**src/rtl/series_adder_axis_collector.sv**
```systemverilog
// Packs M-word AXI-Stream frames into one M*W-bit vector for the series adder,
// dropping frames whose length disagrees with tlast.
module series_adder_axis_collector #(
    parameter int unsigned M  = 8,
    parameter int unsigned W  = 32,
    parameter int unsigned CW = 16
) (
    input  logic           clk,
    input  logic           rst_p,
    input  logic [W-1:0]   s_axis_tdata,
    input  logic           s_axis_tvalid,
    output logic           s_axis_tready,
    input  logic           s_axis_tlast,
    output logic [M*W-1:0] data_o,
    output logic           data_vld,
    input  logic           data_rdy,
    output logic           frame_err,
    output logic [CW-1:0]  frame_cnt,
    output logic [CW-1:0]  err_cnt
);
    localparam int unsigned CNTW = $clog2(M);
    localparam int unsigned FW   = M * W;
    localparam logic [CNTW-1:0] LAST_IDX = CNTW'(M - 1);

    typedef enum logic [1:0] {
        COLLECT = 2'd0,
        PEND    = 2'd1,
        DROP    = 2'd2
    } state_e;

    state_e          state_q, state_d;
    logic [CNTW-1:0] cnt_q, cnt_d;
    logic [FW-1:0]   buf_q, buf_d;
    logic [FW-1:0]   data_q, data_d;
    logic            vld_q, vld_d;
    logic            err_q, err_d;
    logic [CW-1:0]   fcnt_q, fcnt_d;
    logic [CW-1:0]   ecnt_q, ecnt_d;
    logic [CW-1:0]   ecnt_sat_inc;
    logic            beat;

    assign s_axis_tready = (state_q != PEND);
    assign data_o        = data_q;
    assign data_vld      = vld_q;
    assign frame_err     = err_q;
    assign frame_cnt     = fcnt_q;
    assign err_cnt       = ecnt_q;

    always_ff @(posedge clk) begin
        if (rst_p) begin
            state_q <= COLLECT;
            cnt_q   <= '0;
            buf_q   <= '0;
            data_q  <= '0;
            vld_q   <= 1'b0;
            err_q   <= 1'b0;
            fcnt_q  <= '0;
            ecnt_q  <= '0;
        end else begin
            state_q <= state_d;
            cnt_q   <= cnt_d;
            buf_q   <= buf_d;
            data_q  <= data_d;
            vld_q   <= vld_d;
            err_q   <= err_d;
            fcnt_q  <= fcnt_d;
            ecnt_q  <= ecnt_d;
        end
    end

    always_comb begin
        state_d      = state_q;
        cnt_d        = cnt_q;
        buf_d        = buf_q;
        data_d       = data_q;
        vld_d        = 1'b0;
        err_d        = 1'b0;
        fcnt_d       = fcnt_q;
        ecnt_d       = ecnt_q;
        beat         = s_axis_tvalid && s_axis_tready;
        ecnt_sat_inc = (ecnt_q == '1) ? ecnt_q : ecnt_q + CW'(1);

        unique case (state_q)
            COLLECT: begin
                if (beat) begin
                    for (int unsigned k = 0; k < M; k++) begin
                        if (cnt_q == CNTW'(k)) buf_d[k*W +: W] = s_axis_tdata;
                    end
                    if (cnt_q == LAST_IDX) begin
                        cnt_d = '0;
                        if (s_axis_tlast) begin
                            state_d = PEND;
                        end else begin
                            // Overlong frame: flag once, then swallow the rest up to tlast
                            state_d = DROP;
                            err_d   = 1'b1;
                            ecnt_d  = ecnt_sat_inc;
                        end
                    end else if (s_axis_tlast) begin
                        cnt_d  = '0;
                        err_d  = 1'b1;
                        ecnt_d = ecnt_sat_inc;
                    end else begin
                        cnt_d = cnt_q + CNTW'(1);
                    end
                end
            end
            PEND: begin
                if (data_rdy) begin
                    data_d  = buf_q;
                    vld_d   = 1'b1;
                    fcnt_d  = fcnt_q + CW'(1);
                    state_d = COLLECT;
                end
            end
            DROP: begin
                if (beat && s_axis_tlast) state_d = COLLECT;
            end
            default: begin
                state_d = COLLECT;
            end
        endcase
    end
endmodule

```
**config.mk**
```make
export PLATFORM = sky130hd
export DESIGN_NAME = series_adder_axis_collector
export DESIGN_NICKNAME = d
export VERILOG_FILES = /design/src/rtl/series_adder_axis_collector.sv
export SDC_FILE = /design/constraint.sdc
export NUM_CORES = 1
export LEC_CHECK = 0
export CAP_MARGIN = 20
export CORE_AREA = 2 2 196 198
export DETAILED_ROUTE_END_ITERATION = 10
export DIE_AREA = 0 0 198 200
export PLACE_DENSITY = 0.86
export SYNTH_ARGS = -nofsm -noshare
export SYNTH_HDL_FRONTEND = slang
export SYNTH_SLANG_ARGS = --single-unit
```
**constraint.sdc**
```tcl
create_clock -name clk -period 2.5 [get_ports clk]
set_input_delay 0.375 -clock clk [delete_from_list [all_inputs] [get_ports clk]]
set_output_delay 0.375 -clock clk [all_outputs]
set_load 0.02 [all_outputs]
```
==> metrics.md <==
| Metric | Value |
|---|---|
| Slew Limit Fails | 0 |
| Vias in the first global route | roughly 17000 |
| Placed Area | about 23000 µm² |
| Drt first-iter violations | ~1800 |
| Critical path peak fanout | 8 |
| Yosys Warn Count | 0 |
| Path type of the worst min-delay path | in2reg |
| Area occupied by multi-input gates | around 7700 µm² |
| Post-Route Utilization | about two thirds |
| Initial antenna violation count | 1 |
| Drt drc | 0 |
| Achievable frequency | between 0.4 and 0.5 GHz |
| P&R area growth vs syn | 28.5% |
| Prevailing post-synth register cell | dfxtp_1 |
| H-Tree Depth | 2 |
| Largest cells by area after synthesis | dfxtp_1 56%, nand2_1 20%, a21oi_1 14% |
| Most frequent cells in the layout | 1045 x nand2_1, 551 x dfxtp_1, 531 x a21oi_1 |
| Number of port buffers | 327 |
| Pin count of the biggest net entering global routing | 106 |
| CP Capture Type | flip-flop |
| First-pass GRT wire length | between 90000 and 100000 µm |
| Relative slew slack | ~47% |
| Die height | around 200 µm |
| Die area | about 40000 µm² |
| Synth Cell Area | just under 20000 µm² |
| NumNets Final | approximately 2800 |
| Clock skew | 12.6 ps |
| Hold Vio Cnt, Final | 0 |
| Cell Rows | approximately 70 |
| Final ANT Viol Nets | 0 |
| Design area | approximately 25000 µm² |
| CTS buffer count | 53 |
| Dpl hpwl | ~38000 µm |
| Element type at the critical path start | flip-flop |
| Routed len/inst | 18.8 µm |
| Post-Syn Instances | ~2500 |
| Share of cells above drive strength 1 | under 10% |
| Post-synth top area cell | dfxtp_1 |
| Maximum vdd drop | around 0.00055 V |
| P_leak | 8.30 nW |
| Min Tclk post-route | approximately 2400 ps |
| Die W | a little under 200 µm |
| Core Box Area | approximately 37000 µm² |
| Status | finished clean |
| CTS clk-pin slew, worst paths | ~60 ps |
| Crit path DAT | about 2800 ps |
| Ys async rst share | 0% |
| Register bit count reported by yosys | about 550 |
| # clock sinks | about 550 |
| Post-synthesis sequential area ratio | 56.1% |
| Unique masters post-synth | 40 |
| Post-synth EDFFs | 0 |
| I/O pin count | 328 |
| Starting Density | a little over half |
| Most common cell after layout, fill and taps aside | nand2_1 |
| Total global routing overflow | 0 |
| Area share of the largest cell type after synthesis | 56.1% |
| First-pass iteration count of the detailed router | 7 |
| FILL cells | 2847 |
| Cts hold-fix bufs | 0 |
| PD cells | roughly 700 nW/µm² |
| Crit path kind | reg2reg |
| Final WL | approximately 60000 µm |
| Overall routing resource usage | 30.2% |
| CTS tree | yes |
| CTS root buffer | clkbuf_16 |
| Routed vias | approximately 18000 |
| GP Congestion | slightly below 0.9 |
| Clock tree buffer depth | 3 |
| Register area | 11000 µm² |
| PostCTS Resize Cnt | 0 |
| Setup bufs post-CTS | 0 |
| Vias/cell | approximately 5.5 |
| Post-Syn Area per Cell | 7.86 µm² |
| Max_cap viols | 0 |
| Clk_lat worst skew | about 570 ps |
| Total power | 17.6 mW |
| Final Cycle Share | 96.8% |
| Syn Nets | about 2500 |
| Worst slew pin tran | between 700 and 800 ps |
| Final setup vio count | 0 |
| CP required | between 2000 and 3000 ps |
## synthesized netlist by cell type (all sizes together) (3+ instances only)
| cell | n |
|---|---|
| clkbuf | 146 |
| nor2 | 26 |
| inv | 12 |
| nand3 | 17 |
| buf | 65 |
| nand4 | 9 |
| and2 | 5 |
| a21oi | 532 |
| and3 | 6 |
| o31ai | 8 |
| nor4 | 5 |
| or4 | 10 |
| dfxtp | 551 |
| nor3 | 4 |
| and4 | 3 |
| or3 | 5 |
| o21ai | 3 |
| ha | 10 |
| nor2b | 7 |
| xnor2 | 7 |
| nand2 | 1045 |
| xor2 | 3 |
| nor4b | 3 |
| mux2 | 7 |
## final cells by class
class                   count  share of cell area (%)
flip-flops and latches    551                    43.7
clock buffers              74                    6.01
inverters                  12                   0.178
multi-input cells        1727                    30.3
diodes                      2                  0.0198
well taps                 511                    2.53
repair buffers            394                    16.2
clock inverters            21                    1.05
## per-layer routing
metal  vias up  track usage, %  wire [µm]
met1      8513            37.7      23800
met5         -               0          0
met2       903            49.9      29100
met4         0            15.0       3050
li1       8527               -          -
met3       178            6.18       5940
## registers in the layout, summed over array words and instances (netlist names)
register and flops:
buf_q 256, data_o 256, err_cnt 16, frame_cnt 16, cnt_q 3, state_q 2, data_vld 1, frame_err 1
## critical path, cell delays in order (launching register included)
cell	delay, ps
dfxtp_1	390
ha_1	240
ha_1	180
inv_1	60
ha_1	190
a21oi_2	180
buf_4	150
nand2_1	150
o41ai_1	550
a21oi_1	160
## where the power goes
| group | switching, mW | total (mW) | internal, mW |
|---|---|---|---|
| combinational | 0.448 | 0.611 | 0.163 |
| clock | 3.33 | 8.18 | 4.84 |
| sequential | 0.0300 | 8.86 | 8.83 |
| total | 3.81 | 17.6 | 13.8 |
## cell families after synthesis
kind of cell / after synthesis / synth area share, %
XOR/XNOR: 10 / 0.446
flip-flops: 551 / 56.1
buffers and inverters: 223 / 5.00
AND/OR/NAND/NOR: 1150 / 23.1
adder cells (fa/ha/maj): 10 / 0.637
AO/OA/AOI/OAI: 549 / 14.2
multiplexers: 8 / 0.452
## final timing paths
| kind | startpoint | to | slack, ps | cells after the start |
|---|---|---|---|---|
| worst max-delay path | cnt_q[0] | err_cnt[14] | 80 | 9 |
| worst min-delay path | rst_p | frame_cnt[8] | 280 | 2 |
| worst max register to register | cnt_q[0] | err_cnt[14] | 80 | 9 |
| worst min register to register | buf_q[91] | data_o[91] | 450 | 2 |
## stage by stage
stage	hold slack [ps]	worst slack [ps]	cells	TNS [ps]
6_report	280	79.6	3292	0
5_1_grt	321	-54.2	3291	-54.2
4_1_cts	269	76.2	3290	0
3_5_place_dp	443	39.5	3195	0
3_3_place_gp	435	9.82	3195	0
2_1_floorplan	432	387	2501	0
No activity file was read; power rests on OpenSTA's default activity.
==> patch (same settings) <==
The output `frame_err` loses its register stage (`err_q` becomes a continuous assignment).
--- a/src/rtl/series_adder_axis_collector.sv
+++ b/src/rtl/series_adder_axis_collector.sv
@@ -53,7 +53,6 @@
             buf_q   <= '0;
             data_q  <= '0;
             vld_q   <= 1'b0;
-            err_q   <= 1'b0;
             fcnt_q  <= '0;
             ecnt_q  <= '0;
         end else begin
@@ -62,11 +61,12 @@
             buf_q   <= buf_d;
             data_q  <= data_d;
             vld_q   <= vld_d;
-            err_q   <= err_d;
             fcnt_q  <= fcnt_d;
             ecnt_q  <= ecnt_d;
         end
     end
+
+    assign err_q = err_d;
 
     always_comb begin
         state_d      = state_q;
Behaviour: not the same (Yosys sat finds a counterexample within 4 cycles, from zero or initial values and one cycle with rst_p high).
==> patch against the unedited design <==
Clock skew up 8.8 ps. Sequential cell count decreased by 1. Total power fell by 1.7%. Synthesized area shrank 0.17%. Clock power is 3.7% lower. Routed wire length is 1.4% lower. Design area fell by 0.56%. Critical endpoint is now err_cnt[15]. Setup slack better by 1.1 ps. Non-clock buffer count increased by 1.
==> patch: results <==
{
  "status": "complete, no violations",
  "tightest_slew_ps": 791,
  "synthMuxAreaShare": 0.00453,
  "grt_pass1_vias": 17100,
  "slowest_stage": "nor4b_1",
  "path_max_fanout": 9,
  "skew_ps": 21.4,
  "seq-cell-share": 0.439,
  "synth_fa_ha_area_frac": 0.00638,
  "fill_cells": 2851,
  "use_met1": 0.375,
  "whs_endpoint": "frame_cnt[10]",
  "yosys-top-cells-area": "dfxtp_1 (56%), nand2_1 (20%), a21oi_1 (14%), clkbuf_1 (2.4%), buf_2 (2.2%)",
  "synth_common_cells": "nand2_1 (1,045), dfxtp_1 (550), a21oi_1 (535)",
  "met3WireLength_mm": 6.52,
  "grtUsageMet2": 0.483,
  "groute.layer.met3.usage": 0.0741,
  "cp-endpoint": "err_cnt[15]",
  "place_congestion": 0.838,
  "buffers": 395,
  "cts_buffers": 52,
  "synthXorXnorAreaFrac": 0.00446,
  "arrival_ps": 2880,
  "synth.net_count": 2549,
  "synth_compound_area_frac": 0.142,
  "ys_seq_elements": 550,
  "grt_pass1_wl_mm": 91.8,
  "nMultiInputCombCells": 1730,
  "multi_input_area_sq_mm": 0.00767,
  "dp_hpwl_mm": 38.3,
  "grt_max_degree": 115,
  "switching_share": 0.216,
  "firstDrtPassIters": 8
}
-- patch: cell types whose count changed in the layout (fill, tap and decap cells not counted), sizes merged, moves of 3 or more --
cell,change
clkinv,-3
a21oi,+3
xnor2,-5
xor2,+5
nand4,+4
inv,-3
clkbuf,+4
-- patch: power groups by stage --
stage               combinational (mW)  clock, mW  sequential (mW)
floorplan                        0.298          0             9.03
global route                     0.636       8.29             8.85
finish                           0.615       7.88             8.85
CTS                              0.594       7.94             8.85
detailed placement               0.593          0             9.04
global placement                 0.580          0             9.04
-- patch: worst reg2reg max path: cells and delay by family (launching register included) --
kind                       cells  cell delay, ps
AOI/OAI and AO/OA              1             170
adders and majority gates      3             530
and+or+nand+nor                2             630
buffers and inverters          2             240
muxes                          1             370
DFF                            1             380
-- patch: repair_timing --
| item | CTS | global route |
|---|---|---|
| setup buffers | 0 | 0 |
| resized for setup | 4 | 2 |
| endpoints found under the setup margin | 1 | 2 |
| endpoints found under the hold margin | 0 | 0 |
